$ cat src/rtl/shift_delay_ctrl.sv
// Valid/ready controller wrapping a free-running fixed-latency delay line.
// A valid pipe tracks live slots, an output FIFO absorbs stalls, and credit throttles upstream.
module shift_delay_ctrl #(
    parameter int unsigned DEPTH      = 8,
    parameter int unsigned WIDTH      = 16,
    parameter int unsigned FIFO_DEPTH = 10
) (
    input  logic                              clk,
    input  logic                              rst_n,
    input  logic                              en,
    input  logic                              flush,
    input  logic                              s_valid,
    output logic                              s_ready,
    input  logic [WIDTH-1:0]                  s_data,
    output logic [WIDTH-1:0]                  dl_din,
    input  logic [WIDTH-1:0]                  dl_dout,
    output logic                              m_valid,
    input  logic                              m_ready,
    output logic [WIDTH-1:0]                  m_data,
    output logic                              busy,
    output logic                              drain_done,
    output logic [$clog2(FIFO_DEPTH+1)-1:0]   outstanding
);

    localparam int unsigned CntW = $clog2(FIFO_DEPTH + 1);
    localparam int unsigned PtrW = (FIFO_DEPTH > 1) ? $clog2(FIFO_DEPTH) : 1;
    localparam logic [CntW-1:0] FifoFull = CntW'(FIFO_DEPTH);
    localparam logic [PtrW-1:0] PtrLast  = PtrW'(FIFO_DEPTH - 1);

    typedef enum logic [1:0] {StIdle, StRun, StDrain} state_e;

    state_e           state_q, state_d;
    logic [DEPTH-1:0] vp_q, vp_d;
    logic [CntW-1:0]  cnt_q, cnt_d;
    logic [CntW-1:0]  fcnt_q, fcnt_d;
    logic [PtrW-1:0]  wr_ptr_q, wr_ptr_d;
    logic [PtrW-1:0]  rd_ptr_q, rd_ptr_d;
    logic [WIDTH-1:0] mem_q [FIFO_DEPTH];

    logic accept;
    logic pop;
    logic wr;

    // Credit counts words in the delay line plus the FIFO, so a FIFO write can never overflow.
    assign s_ready     = (state_q == StRun) && (cnt_q < FifoFull);
    assign accept      = s_valid && s_ready;
    assign m_valid     = (fcnt_q != '0);
    assign pop         = m_valid && m_ready;
    assign wr          = vp_q[DEPTH-1];
    assign m_data      = m_valid ? mem_q[rd_ptr_q] : '0;
    assign dl_din      = s_data;
    assign busy        = (state_q != StIdle);
    assign drain_done  = (state_q == StDrain) && (cnt_q == '0);
    assign outstanding = cnt_q;

    always_comb begin
        state_d  = state_q;
        vp_d     = (vp_q << 1) | DEPTH'(accept);
        cnt_d    = cnt_q;
        fcnt_d   = fcnt_q;
        wr_ptr_d = wr_ptr_q;
        rd_ptr_d = rd_ptr_q;

        unique case (state_q)
            StIdle:  if (en) state_d = StRun;
            StRun:   if (flush || !en) state_d = StDrain;
            StDrain: if (cnt_q == '0) state_d = StIdle;
            default: state_d = StIdle;
        endcase

        case ({accept, pop})
            2'b10:   cnt_d = cnt_q + 1'b1;
            2'b01:   cnt_d = cnt_q - 1'b1;
            default: cnt_d = cnt_q;
        endcase

        case ({wr, pop})
            2'b10:   fcnt_d = fcnt_q + 1'b1;
            2'b01:   fcnt_d = fcnt_q - 1'b1;
            default: fcnt_d = fcnt_q;
        endcase

        // Explicit wrap keeps non-power-of-two depths correct.
        if (wr) begin
            wr_ptr_d = (wr_ptr_q == PtrLast) ? '0 : wr_ptr_q + 1'b1;
        end
        if (pop) begin
            rd_ptr_d = (rd_ptr_q == PtrLast) ? '0 : rd_ptr_q + 1'b1;
        end
    end

    always_ff @(posedge clk or negedge rst_n) begin
        if (!rst_n) begin
            state_q  <= StIdle;
            vp_q     <= '0;
            cnt_q    <= '0;
            fcnt_q   <= '0;
            wr_ptr_q <= '0;
            rd_ptr_q <= '0;
        end else begin
            state_q  <= state_d;
            vp_q     <= vp_d;
            cnt_q    <= cnt_d;
            fcnt_q   <= fcnt_d;
            wr_ptr_q <= wr_ptr_d;
            rd_ptr_q <= rd_ptr_d;
        end
    end

    always_ff @(posedge clk) begin
        if (wr) begin
            mem_q[wr_ptr_q] <= dl_dout;
        end
    end

endmodule

$ cat config.mk
export PLATFORM = sky130hd
export DESIGN_NAME = shift_delay_ctrl
export DESIGN_NICKNAME = d
export VERILOG_FILES = /design/src/rtl/shift_delay_ctrl.sv
export SDC_FILE = /design/constraint.sdc
export NUM_CORES = 1
export LEC_CHECK = 0
export BUFFER_PORTS_ARGS = -buffer_cell sky130_fd_sc_hd__buf_2
export CORE_AREA = 2 2 90 179
export CTS_BUF_LIST = sky130_fd_sc_hd__clkbuf_8
export DETAILED_ROUTE_END_ITERATION = 10
export DIE_AREA = 0 0 92 181
export PLACE_DENSITY = 0.79
export SYNTH_ARGS = -nofsm -noshare
export SYNTH_HDL_FRONTEND = slang
export SYNTH_SLANG_ARGS = --single-unit
$ cat constraint.sdc
create_clock -name clk -period 4.45 [get_ports clk]
set_input_delay 0.89 -clock clk [delete_from_list [all_inputs] [get_ports clk]]
set_output_delay 0.89 -clock clk [all_outputs]
set_load 0.03 [all_outputs]
## Word level (Yosys, flattened, before mapping)

Memory sizes are Yosys's and may differ from the RTL's.
Cells that the tools add are included.

- Memories: 1
- Input bits: 38
- Word-level logic and storage cells: 50
- Output and inout bits: 40
- Bits in writable memories: 160
- Register bits: 26

Memories:

| memory | depth | bits a word | rd ports | clocked after Yosys merged registers in | write ports | RTL line | source |
|---|---|---|---|---|---|---|---|
| mem_q | 10 | 16 | 1 | 0 | 1 | 38 | `logic [WIDTH-1:0] mem_q [FIFO_DEPTH];` |

- Magnitude comparators: 1
- Multiplexer cells: 11
- Reduce and logical (&&, ||, !) cells: 13
- Equality and inequality tests: 11
- Add/subtract/negate cells: 6
- Bitwise gates (word level): 1

Operator list:

| operator | count |
|---|---|
| $add 4x1->4 const B | 4 |
| $mux 16 | 1 |
| $pmux 4 s2 | 2 |
| $eq 4x4->1 const B | 2 |
| $mux 4 | 2 |
| $or 8x1->8 | 1 |
| $sub 4x1->4 const B | 2 |
| $eq 2x1->1 const B | 3 |
| $eq 2x2->1 const B | 3 |
| $mux 2 | 3 |
| $pmux 2 s3 | 1 |
| $reduce_bool 2->1 | 3 |
| $logic_and 1x1->1 | 4 |
| $logic_not 4->1 | 1 |
| $lt 4x4->1 const B | 1 |
| $ne 2x1->1 const B | 2 |
| $reduce_bool 4->1 | 1 |
| $reduce_and 3->1 | 1 |
| $logic_not 2->1 | 1 |
| $mux 1 | 2 |
| $ne 2x2->1 const B | 1 |
| $logic_not 1->1 | 1 |
| $logic_or 1x1->1 | 1 |

## Longest topological paths before layout

- Depth in word-level cells: 5
- Mapped depth: 9
- Gate-level depth less buffers: 9

## Worst setup path before layout

Ideal clock, no wire load.

- Kind: register -> register
- Start: register fcnt_q[3]
- End: register cnt_q[3] (netlist: outstanding[3])
- Setup time: 126 ps
- Clock period less this slack: 2800 ps
- Stages on the path, launching flop included: 10
- Required time: 4324 ps
- Data arrival time: 2674 ps
- Slack: 1650 ps
- Path through: dfrtp_1 nor4_4 inv_2 and2_1 ha_1 ha_1 a21o_1 a2111oi_0 a41oi_1 a311o_1

- Longest elaborated chain between the ends: 4

RTL lines:

| item | RTL line | source |
|---|---|---|
| from (decl) | 35 | `logic [CntW-1:0] fcnt_q, fcnt_d;` |
| from (signal assigned) | 104 | `fcnt_q <= fcnt_d;` |
| $reduce_bool 4->1 (*) | 47 | `assign m_valid = (fcnt_q != '0);` |
| via m_valid | 17 | `output logic m_valid,` |
| $logic_and 1x1->1 (*) | 48 | `assign pop = m_valid && m_ready;` |
| via pop | 41 | `logic pop;` |
| $eq 2x1->1 / $eq 2x2->1 (equally long branches) | 71 | `case ({accept, pop})` |
| $pmux 4 s2 / $reduce_bool 2->1 (equally long branches) | n/a |  |
| to (signal assigned) | 103 | `cnt_q <= cnt_d;` |
| to (decl) | 34 | `logic [CntW-1:0] cnt_q, cnt_d;` |

The timed path passes the listed nets; every way through them passes the cells marked *.
A chain may end at the register's enable or synchronous reset.

## Final worst setup path

- Start: register rd_ptr_q[3]
- End: output m_data[11]

- Longest elaborated chain between the ends: 2

RTL lines:

| item | RTL line | source |
|---|---|---|
| from (decl) | 37 | `logic [PtrW-1:0] rd_ptr_q, rd_ptr_d;` |
| from (signal assigned) | 106 | `rd_ptr_q <= rd_ptr_d;` |
| $mem_v2 10x16 | n/a |  |
| $mux 16 | 50 | `assign m_data = m_valid ? mem_q[rd_ptr_q] : '0;` |
| to (decl) | 19 | `output logic [WIDTH-1:0] m_data,` |

Every way passes these cells.

==> metrics.txt <==
status=completed; Worst-Margin Slew=0.928 ns; top post-synthesis cells by area=edfxtp_1 (64%), mux4_2 (9.6%), dfrtp_1 (8.7%); Reg clk slew, reported paths=0.09 ns; Resized cells post-CTS=0; Worst Skew=0.0175 ns; Avg Vias per Cell=5.78; Slew Viols, Final=0; worst path cell trace=nand2b_1, buf_4, o22ai_1, a211oi_1, buf_2; r2r setup slk=1.25 ns; CP top delay family=flip-flops; Peak VDD IR=0.000445 V; Leak Pwr=2.91 nW; worst path buffer plus inverter count=2; Netlist cell types=43; RSZ-0062 raised after global routing=no; register bit total from synthesis=186; max-cap violation count=0; worst skew pair latency=0.46 ns; Top FF cell, synth=edfxtp_1; share of post-route cells with drive strength above 1=28.0%; Placeable Area=15200 um^2; Slowest-stage cell, CP=dfrtp_1; GR Util All Layers=18.2%; vias=3833; largest net degree at the start of global routing=34; Post-route DRC=0; element type at the critical path start=register; Syn Inst Count=410; Worst path max stage delay=0.91 ns; first-pass GRT wire length=22.1 mm; Antenna Violating Nets Remaining=0; EDFF count, synth=160; Die W=92 um; syn_nets=456; Area after DPL=7870 um^2; DR WL/cell=21.8 um; Yosys warning count=0; Final Instance Area=8320 um^2; Die Ht=181 um; Crit. End Element=output pin; Setup WS post-layout=0.478 ns; mean post-synth cell area=18.3 um^2; crit path kind=register to output pin; pwr/cell area=635 nW/um^2; Worst Path Max Fanout=22; IO buf count=45; leading area contributor after synthesis=edfxtp_1; clock sink count=186; Setup Buffers After CTS=0; Final Power=0.00528 W; crit share post-route=89.3%; dpl ws=1.04 ns; # rows=64; Max H-tree Level=4; Synth top area share=64.0%; final hold vios=0; Antenna diodes=0; Post-Syn Area=7510 um^2; P&R area growth vs syn=10.9%; commonest non-fill, non-tap cell in the layout=edfxtp_1; minimum clock period=3.97 ns; Hold Slack=0.344 ns; number of global-route vias before repair=3954; CTS tree=yes; Initial DRT Pass Iterations=5; Max transition margin=37.9%; fmax=0.252 GHz; Arr. time, crit path=3.08 ns; Req. time, crit path=3.56 ns; register area share after synthesis=72.7%; IO Pins=78; Initial Util=49.3%; Final setup viols=0; most frequent cells in the layout=edfxtp_1 (160), buf_2 (45), mux4_2 (32), dfrtp_1 (25), clkbuf_8 (22); Async SR Flop Fraction=14.0%; Net count, final=498; clock buffer depth=2; final WL=14.5 mm; initial antenna violation count=0; post-DP HPWL=9.51 mm; number of CTS-inserted buffers=17; Hold WC Path Type=register to register; gr ovfl total=0; die area=16700 um^2; final setup TNS=0 ns; GPL Wtd Cong=0.767; DRT iter0 DRCs=281; Post-CTS Hold Fix Bufs=0; Clock Tree Root=clkbuf_8
[cell type report]
class | count | area, um^2
fillers | 1174 | 6890
multi-input cells | 173 | 1770
well taps | 198 | 248
repair buffers | 60 | 350
clock buffers | 22 | 303
inverters | 14 | 52.6
flip-flops and latches | 186 | 5460
clock inverters | 10 | 148
[worst reg2reg max path: cells and delay by family (launching register included)]
kind                     cells  cell delay (ns)
AO/OA/AOI/OAI                4             1.19
adder cells (fa/ha/maj)      2             0.54
buffers and inverters        2             0.41
flip-flops                   1             0.44
AND/OR/NAND/NOR              2             0.51
[cell families (layout without fill, tap and decap cells)]
group / after synthesis / after routing / synth area share (%)
mux: 50 / 50 / 12.1
fa+ha+maj: 8 / 8 / 1.53
xor+xnor: 8 / 8 / 0.933
buf+inv: 51 / 106 / 4.00
compound gates: 53 / 53 / 4.65
simple gates: 54 / 54 / 4.15
flops: 186 / 186 / 72.7
[path summary, 6_finish.rpt]
path / from / end / depth (start not counted)
max in group asynchronous: rst_n / rd_ptr_q[0] / 1
min reg2reg: vp_q[5] / vp_q[6] / 0
min in group asynchronous: rst_n / state_q[1] / 1
max reg2reg: fcnt_q[3] / outstanding[3] / 10
min: vp_q[5] / vp_q[6] / 0
max: rd_ptr_q[3] / m_data[11] / 5
[layer usage]
metal  share of wire (%)  GRT usage, %
met1                  36          20.5
met2                  56          32.6
met3                 4.4          3.25
met4                 3.7          9.31
met5                   0             0
[report_power, final]
group | leakage, nW | switching, W | internal [W] | total (W)
logic | 0.904 | 0.00106 | 0.000739 | 0.00180
registers | 1.76 | 0.000243 | 0.00202 | 0.00227
clock network | 0.243 | 0.000538 | 0.000680 | 0.00122
total | 2.91 | 0.00184 | 0.00344 | 0.00528
[cells in the mapped netlist, types with 3 or more instances]
master / n
edfxtp_1: 160
mux4_2: 32
dfrtp_1: 26
a211oi_1: 17
buf_4: 17
mux2i_1: 17
o22ai_1: 16
inv_1: 13
nand2_1: 11
o21ai_0: 10
clkbuf_1: 9
nor2_1: 9
buf_2: 6
ha_1: 6
buf_6: 5
nand3_1: 5
nor3_1: 5
nand2b_1: 4
xnor2_1: 4
xor2_1: 4
a21oi_1: 3
nor4_1: 3
[per-stage QoR]
step | cells | util [%]
floorplan | 410 | -
global placement | 631 | 51.8
detailed placement | 631 | 51.8
CTS | 663 | 54.7
global route | 663 | 54.7
finish | 663 | 54.7
[flip-flops by register name (all words and copies together) (netlist names)]
name / flops
fcnt_q: 4
state_q: 2
outstanding: 4
wr_ptr_q: 4
vp_q: 8
rd_ptr_q: 4
mem_q: 160
(Power assumes the default switching activity.)
